**src/rtl/pipeline_skid_fifo_pkg.sv**
```systemverilog
// Shared helpers for the elastic output buffer.
package pipeline_skid_fifo_pkg;

    function automatic bit is_pow2_min2(input int n);
        return (n >= 2) && ((n & (n - 1)) == 0);
    endfunction

endpackage

```
**src/rtl/pipeline_skid_fifo.sv**
```systemverilog
// Elastic output buffer: small FIFO with a registered upstream ready that cuts
// the consumer-ready to pipeline-stall combinational path.
module pipeline_skid_fifo
    import pipeline_skid_fifo_pkg::*;
#(
    parameter int WIDTH = 32,
    parameter int DEPTH = 4,
    parameter int AFULL = DEPTH - 1
) (
    input  logic                       clk,
    input  logic                       rst,
    input  logic                       in_valid,
    input  logic [WIDTH-1:0]           in_data,
    output logic                       in_ready,
    output logic                       out_valid,
    output logic [WIDTH-1:0]           out_data,
    input  logic                       out_ready,
    output logic [$clog2(DEPTH+1)-1:0] level,
    output logic                       almost_full
);

    localparam int PTR_W = $clog2(DEPTH);
    localparam int LVL_W = $clog2(DEPTH + 1);

    if (!is_pow2_min2(DEPTH)) begin : g_bad_depth
        $error("pipeline_skid_fifo: DEPTH must be a power of two >= 2");
    end
    if ((AFULL < 1) || (AFULL > DEPTH)) begin : g_bad_afull
        $error("pipeline_skid_fifo: AFULL must lie in 1..DEPTH");
    end

    logic [WIDTH-1:0] mem_q [DEPTH];
    logic [PTR_W-1:0] wr_ptr_q, wr_ptr_d;
    logic [PTR_W-1:0] rd_ptr_q, rd_ptr_d;
    logic [LVL_W-1:0] level_q, level_d;
    logic             in_ready_q;
    logic             almost_full_q;
    logic             push, pop;

    assign push = in_valid && in_ready_q;
    assign pop  = out_valid && out_ready;

    always_comb begin
        wr_ptr_d = wr_ptr_q;
        rd_ptr_d = rd_ptr_q;
        level_d  = level_q;
        if (push) wr_ptr_d = wr_ptr_q + 1'b1;
        if (pop)  rd_ptr_d = rd_ptr_q + 1'b1;
        if (push && !pop)      level_d = level_q + 1'b1;
        else if (!push && pop) level_d = level_q - 1'b1;
    end

    // Ready and almost_full look at the post-edge level so a filling push
    // drops ready on the very next cycle and nothing is lost.
    always_ff @(posedge clk or posedge rst) begin
        if (rst) begin
            wr_ptr_q      <= '0;
            rd_ptr_q      <= '0;
            level_q       <= '0;
            in_ready_q    <= 1'b1;
            almost_full_q <= 1'b0;
        end else begin
            wr_ptr_q      <= wr_ptr_d;
            rd_ptr_q      <= rd_ptr_d;
            level_q       <= level_d;
            in_ready_q    <= (level_d != LVL_W'(DEPTH));
            almost_full_q <= (level_d >= LVL_W'(AFULL));
        end
    end

    always_ff @(posedge clk) begin
        if (push) mem_q[wr_ptr_q] <= in_data;
    end

    assign in_ready    = in_ready_q;
    assign out_valid   = (level_q != '0);
    assign out_data    = mem_q[rd_ptr_q];
    assign level       = level_q;
    assign almost_full = almost_full_q;

endmodule

```
**config.mk**
```make
export PLATFORM = sky130hd
export DESIGN_NAME = pipeline_skid_fifo
export DESIGN_NICKNAME = d
export VERILOG_FILES = /design/src/rtl/pipeline_skid_fifo_pkg.sv /design/src/rtl/pipeline_skid_fifo.sv
export SDC_FILE = /design/constraint.sdc
export NUM_CORES = 1
export LEC_CHECK = 0
export BUFFER_PORTS_ARGS = -buffer_cell sky130_fd_sc_hd__buf_2
export CORE_ASPECT_RATIO = 1.1
export CORE_UTILIZATION = 45
export CTS_BUF_LIST = sky130_fd_sc_hd__clkbuf_8
export DETAILED_ROUTE_END_ITERATION = 12
export MAX_ROUTING_LAYER = met4
export PLACE_DENSITY = 0.65
export SYNTH_ARGS = -nofsm -noshare
export SYNTH_HDL_FRONTEND = slang
export SYNTH_SLANG_ARGS = --single-unit
```
**constraint.sdc**
```tcl
create_clock -name clk -period 2.5 [get_ports clk]
set_clock_uncertainty 0.05 [all_clocks]
set_input_delay 0.5 -clock clk [delete_from_list [all_inputs] [get_ports clk]]
set_output_delay 0.5 -clock clk [all_outputs]
set_load 0.03 [all_outputs]
```
After elaboration in Yosys (flattened, before gate mapping):

Memories as Yosys holds them, arrays and structs flattened.
Index checks and enable logic that the tools add are counted.

* bits in registers: 9
* memory bits (writable): 128
* input bits: 36
* output and inout port bits: 38
* logic and storage cells: 23
* memories: 1

* add/sub/neg operators: 4
* magnitude comparators: 1
* eq/ne operators: 1
* multiplexer cells: 4
* reductions and logical operators: 7

Memory list
* mem_q: depth 4, bits a word 32, read ports 1, clocked after Yosys merged registers in 0, write ports 1, RTL line pipeline_skid_fifo.sv:32 `logic [WIDTH-1:0] mem_q [DEPTH];`

Operator list (number)
* $mux W3: 2
* $add A2 B1 Y2 const B: 2
* $logic_and A1 B1 Y1: 4
* $add A3 B1 Y3 const B: 1
* $ge A3 B2 Y1 const B: 1
* $ne A3 B3 Y1 const B: 1
* $reduce_bool A3 Y1: 1
* $sub A3 B1 Y3 const B: 1
* $logic_not A1 Y1: 2
* $mux W1: 2

Depth between registers and ports, before layout:

Gate-level depths: netlist (run 1).

* depth in word-level cells: 6
* mapped depth: 6
* depth with buffers taken out: 6

Worst setup path after synthesis (run 1):

Ideal clock, no wire load.

* path type: flip-flop to flip-flop
* from: register level_q[0], in the netlist level[0]
* to: register almost_full_q, in the netlist almost_full
* setup time: 139 ps
* data arrival time: 2211 ps
* data required time: 2311 ps
* setup slack: 100 ps
* cell stages (with the launch flop): 7
* buffers on the path: 0
* period minus slack after synthesis: 2400 ps
* cells stage by stage: dfrtp_1 > inv_1 > ha_1 > nand2b_1 > a21oi_1 > and3_2 > or4_1

* word-level cells in the longest chain between the ends: 6
* elaborated cells between the ends (all ways): 10
* classes of those cells: 2 x add/sub; 1 x order compare; 2 x mux; 5 x reduce/logical

RTL lines
* start, declared: RTL line pipeline_skid_fifo.sv:35 `logic [LVL_W-1:0] level_q, level_d;`
* start signal, assigned: RTL line pipeline_skid_fifo.sv:65 `level_q <= level_d;`
* $reduce_bool A3 Y1 (*): RTL line pipeline_skid_fifo.sv:76 `assign out_valid = (level_q != '0);`
* named net out_valid: RTL line pipeline_skid_fifo.sv:15 `output logic out_valid,`
* $logic_and A1 B1 Y1 (*): RTL line pipeline_skid_fifo.sv:41 `assign pop = out_valid && out_ready;`
* $logic_and A1 B1 Y1 or $logic_not A1 Y1 (tied branches): RTL line pipeline_skid_fifo.sv:50, pipeline_skid_fifo.sv:49
* $mux W3 or $logic_and A1 B1 Y1 (tied branches): RTL line pipeline_skid_fifo.sv:50, pipeline_skid_fifo.sv:49
* $mux W3 (*): RTL line pipeline_skid_fifo.sv:49 `if (push && !pop) level_d = level_q + 1'b1;`
* $ge A3 B2 Y1 (*): RTL line pipeline_skid_fifo.sv:67 `almost_full_q <= (level_d >= LVL_W'(AFULL));`
* end signal, assigned: RTL line pipeline_skid_fifo.sv:67
* end, declared: RTL line pipeline_skid_fifo.sv:37 `logic almost_full_q;`

The timed path passes the listed nets; every way through them passes the cells marked *.
A chain may end at the register's enable or synchronous reset.

Worst setup path after layout (run 1):

* from: register rd_ptr_q[0]
* to: output out_data[26]

* word-level cells in the longest chain between the ends: 1

RTL lines
* start, declared: RTL line pipeline_skid_fifo.sv:34 `logic [PTR_W-1:0] rd_ptr_q, rd_ptr_d;`
* start signal, assigned: RTL line pipeline_skid_fifo.sv:64 `rd_ptr_q <= rd_ptr_d;`
* $mem_v2 Z4 W32
* end, declared: RTL line pipeline_skid_fifo.sv:16 `output logic [WIDTH-1:0] out_data,`

Every way passes these cells.

==> flow_metrics.env, run 1 <==
export IMPL_clockBufferDepth=2
export IMPL_start_util=0.469
export IMPL_cts_reportedPaths_clkPinSlew_ns=0.08
export IMPL_r2r_setup_slack_ns=0.27
export IMPL_globalRouteOverflowTotal=0
export IMPL_r2r_end="almost_full$_DFF_PP0_"
export IMPL_synth_ff_type="edfxtp_1"
export IMPL_muxShareOfSynthArea=0.149
export IMPL_synth_top_area_frac=0.741
export IMPL_synth_simple_gate_area_frac=0.0239
export IMPL_fin_hold_ws_ns=0.237
export IMPL_vias_per_cell=5.11
export IMPL_cp_cell_sequence="buf_12 -> mux4_2 -> buf_2"
export IMPL_cts_htree_levels=4
export IMPL_synth_common_cells="edfxtp_1 (128), mux4_2 (32), dfrtp_1 (8), ha_1 (7)"
export IMPL_cpPeakStageDelay_ns=0.53
export IMPL_crit_arrival_ns=1.77
export IMPL_cts_resized=0
export IMPL_synthToLayoutAreaGrowth_pct=19.3
export IMPL_power_per_cell_area_nw_per_um2=1230
export IMPL_hold_path_class="primary input to register"
export IMPL_die_area_um2=12000
export IMPL_synth_area_um2=5180
export IMPL_synth_compound_area_share=0.00821
export IMPL_drive_above_1_share=0.471
export IMPL_portBuffers=73
export IMPL_n_fill_cell=861
export IMPL_n_antenna_cell=0
export IMPL_antenna_found_initial=0
export IMPL_synth_top_family_by_area="multiplexers"
export IMPL_synth_avg_cell_area_um2=23.2
export IMPL_syn_num_nets=266
export IMPL_synthCells=223
export IMPL_synthAdderAreaFrac=0.0169
export IMPL_die_x_um=104
export IMPL_hold_viol_final=0
export IMPL_timing_critical_path_from="rd_ptr_q[0]$_DFFE_PP0P_"
export IMPL_grt_max_degree=28
export IMPL_synth_xor_area_share=0.00676
export IMPL_finalCritPeriodShare=0.928
export IMPL_grt_pass1_vias=2658
export IMPL_wl_per_cell_um=18.4
export IMPL_report_final_slew_viol_count=0
export IMPL_ir_drop_v=0.000595
export IMPL_placedCellCount=444
export IMPL_synth_largest_area_cell="edfxtp_1"
export IMPL_tightest_slew_ns=0.517
export IMPL_synth_most_common_cell="edfxtp_1"
export IMPL_cp_max_fo=20
export IMPL_ys_seq_area_frac=0.785
export IMPL_num_rows=40
export IMPL_post_layout_nonfiller_instances=478
export IMPL_p_leak_nw=2.20
export IMPL_dr_pass1_iters=6
export IMPL_core_um2=11100
export IMPL_async_reset_ff_frac=0.0657
export IMPL_gp_congestion=0.816
export IMPL_synthDistinctLibCells=28
export IMPL_start_kind="register"
export IMPL_drtIter0Drc=151
export IMPL_routed_wl_um=8800
export IMPL_r2r_start="level[0]$_DFF_PP0_"
export IMPL_clkSinkCount=137
export IMPL_period_minus_slack_ns=2.32
export IMPL_reg2reg_depth=6
export IMPL_ios=74
export IMPL_drc=0
export IMPL_vias=2443
export IMPL_finalSetupViolCount=0
export IMPL_relSlewSlack=0.655
export IMPL_root_buffer="clkbuf_8"
export IMPL_ys_seq_elements=137
export IMPL_finalSetupTns_ns=0
export IMPL_dieHeight_um=115
export IMPL_criticalPathCategory="register to output pin"
export IMPL_yosysWarnings=0
export IMPL_fmax_mhz=431
export IMPL_clock_latency_ns=0.42
export IMPL_ant_nets=0
export IMPL_yosys_top_cells_area="edfxtp_1 (74%), mux4_2 (14%), dfrtp_1 (3.9%)"
export IMPL_rsz0062_at_grt="no"
export IMPL_final_nets=361
export IMPL_max_cap_viol_count=0
export IMPL_grt_pass1_wl_um=14200
export IMPL_worstHoldStart="in_data[11]"
export IMPL_dp_hpwl_um=5630
export IMPL_cp_endpoint="out_data[26]"
export IMPL_synth_edf_count=128
export IMPL_cts_tree="yes"
export IMPL_outcome="finished, final reports clean"
export IMPL_crit_path_end_kind="output pin"
export IMPL_gr_usage_all_layers=0.171
export IMPL_crit_required_ns=1.95
export IMPL_cts_inserted_buffers=17
export IMPL_cp_slowest_cell="mux4_2"
[repair_timing]
item | 4_1_cts | 5_1_grt
buffers inserted | 1 | 0
hold endpoints to repair | 8 | 0
hold buffers | 1 | 0
endpoints found under the setup margin | 27 | 0
[placed cells by master (no fill, tap or decap), types with 5 or more instances in the layout]
master	synthesis	final
clkinv_2	0	7
ha_1	7	7
edfxtp_1	128	128
clkbuf_8	0	17
inv_1	5	6
buf_4	0	6
buf_2	3	73
dfrtp_1	8	6
and3_2	5	5
mux4_2	32	32
[state kept, by name (all words and copies together) (netlist names)]
name         count
mem_q          128
in_ready         1
level            3
rd_ptr_q         2
wr_ptr_q         2
almost_full      1
[per-layer routing]
layer	routed length, um	track usage	share of wire
met4	93	0.0657	0.011
met2	4600	0.274	0.52
met3	372	0.0563	0.042
met1	3730	0.204	0.42
met5	0	-	0
[how the worst min path moves through the flow]
stage                                   to  depth (start not counted)
global placement        level[2]$_DFF_PP0_                          2
finish              mem_q[1][11]$_DFFE_PP_                          1
CTS                 mem_q[3][10]$_DFFE_PP_                          1
detailed placement      level[2]$_DFF_PP0_                          2
global route        mem_q[3][28]$_DFFE_PP_                          1
floorplan            almost_full$_DFF_PP0_                          1
[power by group]
group          internal, mW  switching (mW)
Clock                 0.765           0.799
Combinational          1.12            1.74
Sequential             3.02           0.174
[stage by stage]
step / total power, mW / setup WS (ns) / util / area [um2]
4_1_cts: 7.73 / 0.113 / 0.559 / 6180
5_1_grt: 8.01 / 0.0756 / 0.559 / 6180
3_3_place_gp: 6.10 / 0.382 / 0.526 / 5820
3_5_place_dp: 6.14 / 0.281 / 0.526 / 5820
6_report: 7.61 / 0.180 / 0.559 / 6180
2_1_floorplan: 5.26 / 0.0998 / - / 5180
[critical path, delay by kind of cell (launching register included)]
kind	cells	cell delay (ns)
buf+inv	2	0.41
flops	1	0.41
mux	1	0.53
[cell type report]
class	instances	area (um2)	area share
well taps	147	184	0.0297
clock buffers	17	234	0.0378
multi-input cells	73	1060	0.172
repair buffers	84	500	0.0809
flip-flops and latches	137	4070	0.659
clock inverters	15	113	0.0182
inverters	5	18.8	0.00304
[cells by family (layout without fill, tap and decap cells)]
group,Yosys count,after routing
buf+inv,13,121
xor+xnor,4,4
compound gates,6,6
mux,36,36
fa+ha+maj,7,7
simple gates,20,20
flops,137,137
No activity file was read; power rests on OpenSTA's default activity.
==> run 2, diff against run 1 <==
--- a/config.mk
+++ b/config.mk
@@ -5,13 +5,12 @@
 export SDC_FILE = /design/constraint.sdc
 export NUM_CORES = 1
 export LEC_CHECK = 0
-export BUFFER_PORTS_ARGS = -buffer_cell sky130_fd_sc_hd__buf_2
 export CORE_ASPECT_RATIO = 1.1
 export CORE_UTILIZATION = 45
 export CTS_BUF_LIST = sky130_fd_sc_hd__clkbuf_8
 export DETAILED_ROUTE_END_ITERATION = 12
+export DONT_BUFFER_PORTS = 1
 export MAX_ROUTING_LAYER = met4
-export PLACE_DENSITY = 0.65
 export SYNTH_ARGS = -nofsm -noshare
 export SYNTH_HDL_FRONTEND = slang
 export SYNTH_SLANG_ARGS = --single-unit
==> flow_metrics.env, run 2 (synthesis gave the netlist of run 1 again) <==
export IMPL_outcome="finished, final reports clean"
export IMPL_ios=74
export IMPL_crit_path_end_kind="output pin"
export IMPL_dp_hpwl_um=5220
export IMPL_dieHeight_um=115
export IMPL_vias_per_cell=5.39
export IMPL_cp_cell_sequence="buf_12 -> mux4_2"
export IMPL_start_util=0.469
export IMPL_gp_congestion=0.764
export IMPL_n_antenna_cell=0
export IMPL_internal_power_mw=5.16
export IMPL_criticalPathCategory="register to output pin"
export IMPL_finalSetupViolCount=0
export IMPL_fin_hold_ws_ns=0.101
export IMPL_hold_viol_final=0
export IMPL_globalRouteOverflowTotal=0
export IMPL_grt_pass1_vias=2359
export IMPL_cts_htree_levels=4
export IMPL_largest_reg_flops=128
export IMPL_root_buffer="clkbuf_8"
export IMPL_clockBufferDepth=2
export IMPL_fmax_mhz=434
export IMPL_clock_latency_ns=0.43
export IMPL_routed_wl_um=8610
export IMPL_grt_pass1_wl_um=13500
export IMPL_drive_above_1_share=0.342
export IMPL_ir_drop_v=0.000597
export IMPL_cts_tree="yes"
export IMPL_p_clk_frac=0.251
export IMPL_rsz0062_at_grt="no"
export IMPL_p_leak_nw=1.99
export IMPL_crit_arrival_ns=1.75
export IMPL_cts_inserted_buffers=17
export IMPL_crit_required_ns=1.95
export IMPL_ant_nets=0
export IMPL_start_kind="register"
export IMPL_final_util=0.542
export IMPL_final_common_cell="edfxtp_1"
export IMPL_core_um2=11100
export IMPL_combPwrFrac=0.337
export IMPL_portBuffers=0
export IMPL_grt_max_degree=33
export IMPL_cpPeakStageDelay_ns=0.64
export IMPL_relSlewSlack=0.680
export IMPL_cts_reportedPaths_clkPinSlew_ns=0.08
export IMPL_period_minus_slack_ns=2.30
export IMPL_antenna_found_initial=0
export IMPL_num_rows=40
export IMPL_die_area_um2=12000
export IMPL_wl_per_cell_um=21.0
export IMPL_final_nets=293
export IMPL_cp_max_fo=14
export IMPL_clkSinkCount=137
export IMPL_tightest_slew_ns=0.480
export IMPL_finalSetupTns_ns=0
export IMPL_power_per_cell_area_nw_per_um2=1300
export IMPL_max_cap_viol_count=0
export IMPL_finalCritPeriodShare=0.921
export IMPL_gr_usage_all_layers=0.167
export IMPL_drc=0
export IMPL_vias=2211
export IMPL_dr_pass1_iters=5
export IMPL_sw_frac_of_total=0.339
export IMPL_cp_slowest_cell="mux4_2"
export IMPL_report_final_slew_viol_count=0
export IMPL_share_seq_of_total_power=0.413
export IMPL_drtIter0Drc=77
export IMPL_synthToLayoutAreaGrowth_pct=15.7
export IMPL_mostFrequentLayoutCells="edfxtp_1 (128), mux4_2 (32), clkbuf_8 (20), buf_4 (8)"
export IMPL_hold_path_class="primary input to register"
export IMPL_power_switching_mw=2.64
export IMPL_regMostFlops="mem_q"
export IMPL_die_x_um=104
-- run 2: cell count changes in the layout (fill, tap and decap cells not counted), sizes merged --
cell | previous run | this run
buf | 83 | 15
bufinv | 1 | 4
inv | 6 | 5
clkinv | 10 | 5
clkbuf | 17 | 20
-- run 2: through the flow --
stage	area, um2	setup slack [ns]	std cells	power [mW]
2_1_floorplan	5180	0.0998	223	5.26
3_3_place_gp	5510	0.459	373	5.88
3_5_place_dp	5510	0.425	373	5.92
4_1_cts	5970	0.0265	406	7.88
5_1_grt	6000	0.111	410	8.16
6_report	6000	0.198	410	7.80
-- run 2: timing repair --
item,4_1_cts,5_1_grt
hold endpoints to repair,8,0
buffers inserted,0,4
endpoints found under the setup margin,20,11
hold buffers,1,0
cloned,0,0
resized for setup,1,0
-- run 2: area by class of cell --
| class | count | area, um2 |
|---|---|---|
| Clock buffer | 20 | 275 |
| Clock inverter | 12 | 171 |
| Inverter | 5 | 18.8 |
| Fill cell | 830 | 5060 |
| Tap cell | 147 | 184 |
| Sequential cell | 137 | 4080 |
| Timing Repair Buffer | 16 | 210 |
| Multi-Input combinational cell | 73 | 1060 |
-- run 2: path summary, 6_finish.rpt --
kind                       cells after the start                       to               startpoint  slack (ns)
max                                            2              out_data[9]  rd_ptr_q[0]$_DFFE_PP0P_        0.20
min                                            0    mem_q[3][9]$_DFFE_PP_               in_data[9]        0.10
max reg2reg                                    6    almost_full$_DFF_PP0_       level[0]$_DFF_PP0_        0.44
min reg2reg                                    1  wr_ptr_q[0]$_DFFE_PP0P_  wr_ptr_q[0]$_DFFE_PP0P_        0.51
max in group asynchronous                      2       in_ready$_DFF_PP1_                      rst        1.63
min in group asynchronous                      2    almost_full$_DFF_PP0_                      rst        0.45
-- run 2: power by group through the flow --
stage / clock network, mW / registers (mW) / logic (mW)
floorplan: 0 / 3.23 / 2.03
detailed placement: 0 / 3.30 / 2.62
CTS: 2.01 / 3.26 / 2.62
global placement: 0 / 3.28 / 2.60
global route: 2.09 / 3.26 / 2.81
finish: 1.96 / 3.22 / 2.63
-- run 2: per-layer routing --
layer  share of wire  up-vias  GRT usage
met3           0.085       14     0.0859
met2            0.48       68      0.249
met4           0.018        0     0.0743
met1            0.41     1147      0.188
met5               0        -          -
li1                -      982          -
-- run 2: worst max-delay path: cells and delay by family (launching register included) --
| family | cells | cell delay (ns) |
|---|---|---|
| buffers and inverters | 1 | 0.19 |
| multiplexers | 1 | 0.64 |
| flip-flops | 1 | 0.48 |
==> run 3, diff against run 2 <==
--- a/config.mk
+++ b/config.mk
@@ -7,10 +7,11 @@
 export LEC_CHECK = 0
 export CORE_ASPECT_RATIO = 1.1
 export CORE_UTILIZATION = 45
-export CTS_BUF_LIST = sky130_fd_sc_hd__clkbuf_8
+export CTS_BUF_LIST = sky130_fd_sc_hd__clkbuf_16
 export DETAILED_ROUTE_END_ITERATION = 12
 export DONT_BUFFER_PORTS = 1
 export MAX_ROUTING_LAYER = met4
+export SETUP_SLACK_MARGIN = 0.4
 export SYNTH_ARGS = -nofsm -noshare
 export SYNTH_HDL_FRONTEND = slang
 export SYNTH_SLANG_ARGS = --single-unit
==> flow_metrics.env, run 3 (synthesis gave the netlist of run 1 again) <==
export IMPL_drive_above_1_share=0.366
export IMPL_portBuffers=0
export IMPL_dieHeight_um=115
export IMPL_vias_per_cell=5.46
export IMPL_start_kind="register"
export IMPL_clock_latency_ns=0.42
export IMPL_power_switching_mw=2.81
export IMPL_sw_frac_of_total=0.331
export IMPL_period_minus_slack_ns=2.25
export IMPL_globalRouteOverflowTotal=0
export IMPL_clockBufferDepth=2
export IMPL_p_clk_frac=0.306
export IMPL_cts_htree_levels=4
export IMPL_tightest_slew_ns=0.507
export IMPL_fmax_mhz=445
export IMPL_grt_pass1_vias=2458
export IMPL_grt_max_degree=19
export IMPL_report_final_slew_viol_count=0
export IMPL_dp_hpwl_um=5410
export IMPL_internal_power_mw=5.67
export IMPL_crit_path_end_kind="output pin"
export IMPL_finalSetupTns_ns=0
export IMPL_drc=0
export IMPL_ant_nets=0
export IMPL_ir_drop_v=0.000800
export IMPL_cp_slowest_cell="mux4_2"
export IMPL_die_area_um2=12000
export IMPL_n_antenna_cell=0
export IMPL_grt_pass1_wl_um=13700
export IMPL_gp_congestion=0.719
export IMPL_final_nets=292
export IMPL_start_util=0.469
export IMPL_finalCritPeriodShare=0.898
export IMPL_cts_inserted_buffers=17
export IMPL_vias=2233
export IMPL_drtIter0Drc=78
export IMPL_largest_reg_flops=128
export IMPL_cpPeakStageDelay_ns=0.65
export IMPL_reg2reg_depth=6
export IMPL_num_rows=40
export IMPL_r2r_setup_slack_ns=0.34
export IMPL_crit_required_ns=1.95
export IMPL_ios=74
export IMPL_mostFrequentLayoutCells="edfxtp_1 (128), mux4_2 (32), clkbuf_16 (17), buf_4 (8)"
export IMPL_clkSinkCount=137
export IMPL_outcome="finished, final reports clean"
export IMPL_antenna_found_initial=0
export IMPL_combPwrFrac=0.310
export IMPL_cp_cell_sequence="buf_12 -> mux4_2"
export IMPL_finalSetupViolCount=0
export IMPL_holdPathStages=0
export IMPL_cts_reportedPaths_clkPinSlew_ns=0.06
export IMPL_cts_tree="yes"
export IMPL_power_per_cell_area_nw_per_um2=1370
export IMPL_criticalPathCategory="register to output pin"
export IMPL_die_x_um=104
export IMPL_wl_per_cell_um=21.8
export IMPL_root_buffer="clkbuf_16"
export IMPL_routed_wl_um=8900
export IMPL_hold_path_class="primary input to register"
export IMPL_p_leak_nw=2.06
export IMPL_rsz0062_at_grt="yes"
export IMPL_final_util=0.559
export IMPL_core_um2=11100
export IMPL_gr_usage_all_layers=0.170
export IMPL_final_common_cell="edfxtp_1"
export IMPL_regMostFlops="mem_q"
export IMPL_crit_arrival_ns=1.70
export IMPL_share_seq_of_total_power=0.385
export IMPL_cp_max_fo=18
export IMPL_dr_pass1_iters=4
export IMPL_hold_viol_final=0
export IMPL_synthToLayoutAreaGrowth_pct=19.4
export IMPL_max_cap_viol_count=0
export IMPL_relSlewSlack=0.662
==> run 3: changes by cell type in the layout (fill, tap and decap cells not counted), moves of 2 or more <==
cell       delta
clkinv_4      +2
inv_6         +2
inv_4         +2
dfrtp_1       -2
dfrtp_2       +3
clkbuf_16    +17
clkinv_2      -2
clkbuf_8     -20
inv_1         -2
==> run 3: worst max-delay path, delay by kind of cell (launching register included) <==
kind     cells  cell delay (ns)
mux          1             0.65
flops        1             0.41
buf+inv      1             0.21
==> run 3: metrics by stage <==
| step | instance area (um2) | hold slack [ns] | setup WS, ns | total power, mW | std cells |
|---|---|---|---|---|---|
| 2_1_floorplan | 5190 | 0.277 | 0.363 | 5.27 | 223 |
| 3_3_place_gp | 5460 | 0.353 | 0.324 | 5.80 | 370 |
| 3_5_place_dp | 5460 | 0.345 | 0.274 | 5.84 | 370 |
| 4_1_cts | 6150 | 0.102 | 0.213 | 8.54 | 406 |
| 5_1_grt | 6190 | 0.107 | 0.194 | 8.83 | 409 |
| 6_report | 6190 | 0.124 | 0.255 | 8.48 | 409 |
==> run 3: repair_timing <==
item,in CTS,in global routing
hold endpoints to repair,8,0
hold buffers,1,0
pin swaps,2,0
endpoints found under the setup margin,33,33
setup buffers,3,3
gates resized for setup,7,4
==> run 3: power groups by stage <==
stage / clock network [mW] / registers, mW / logic [mW]
after floorplan: 0 / 3.24 / 2.04
after global placement: 0 / 3.28 / 2.52
after detailed placement: 0 / 3.30 / 2.54
after CTS: 2.66 / 3.26 / 2.62
after global routing: 2.74 / 3.30 / 2.79
final: 2.59 / 3.26 / 2.62
==> run 3: final timing paths <==
check,from,to
min in group asynchronous,rst,level[2]$_DFF_PP0_
setup reg to reg,level[0]$_DFF_PP0_,almost_full$_DFF_PP0_
hold / removal,in_data[12],mem_q[2][12]$_DFFE_PP_
setup / recovery,rd_ptr_q[0]$_DFFE_PP0P_,out_data[29]
max in group asynchronous,rst,in_ready$_DFF_PP1_
hold reg to reg,wr_ptr_q[0]$_DFFE_PP0P_,wr_ptr_q[0]$_DFFE_PP0P_
==> run 3: area by class of cell <==
class | instances | area [um2]
Fill cell | 817 | 4870
Tap cell | 147 | 184
Inverter | 5 | 23.8
Multi-Input combinational cell | 73 | 1090
Clock inverter | 15 | 200
Timing Repair Buffer | 15 | 190
Sequential cell | 137 | 4080
Clock buffer | 17 | 425
==> run 3: routing by layer <==
layer,vias to the layer above,GRT usage,share of wire
met4,0,0.0990,0.024
met5,-,-,0
met2,65,0.268,0.51
met3,17,0.0723,0.074
li1,989,-,-
met1,1162,0.180,0.39
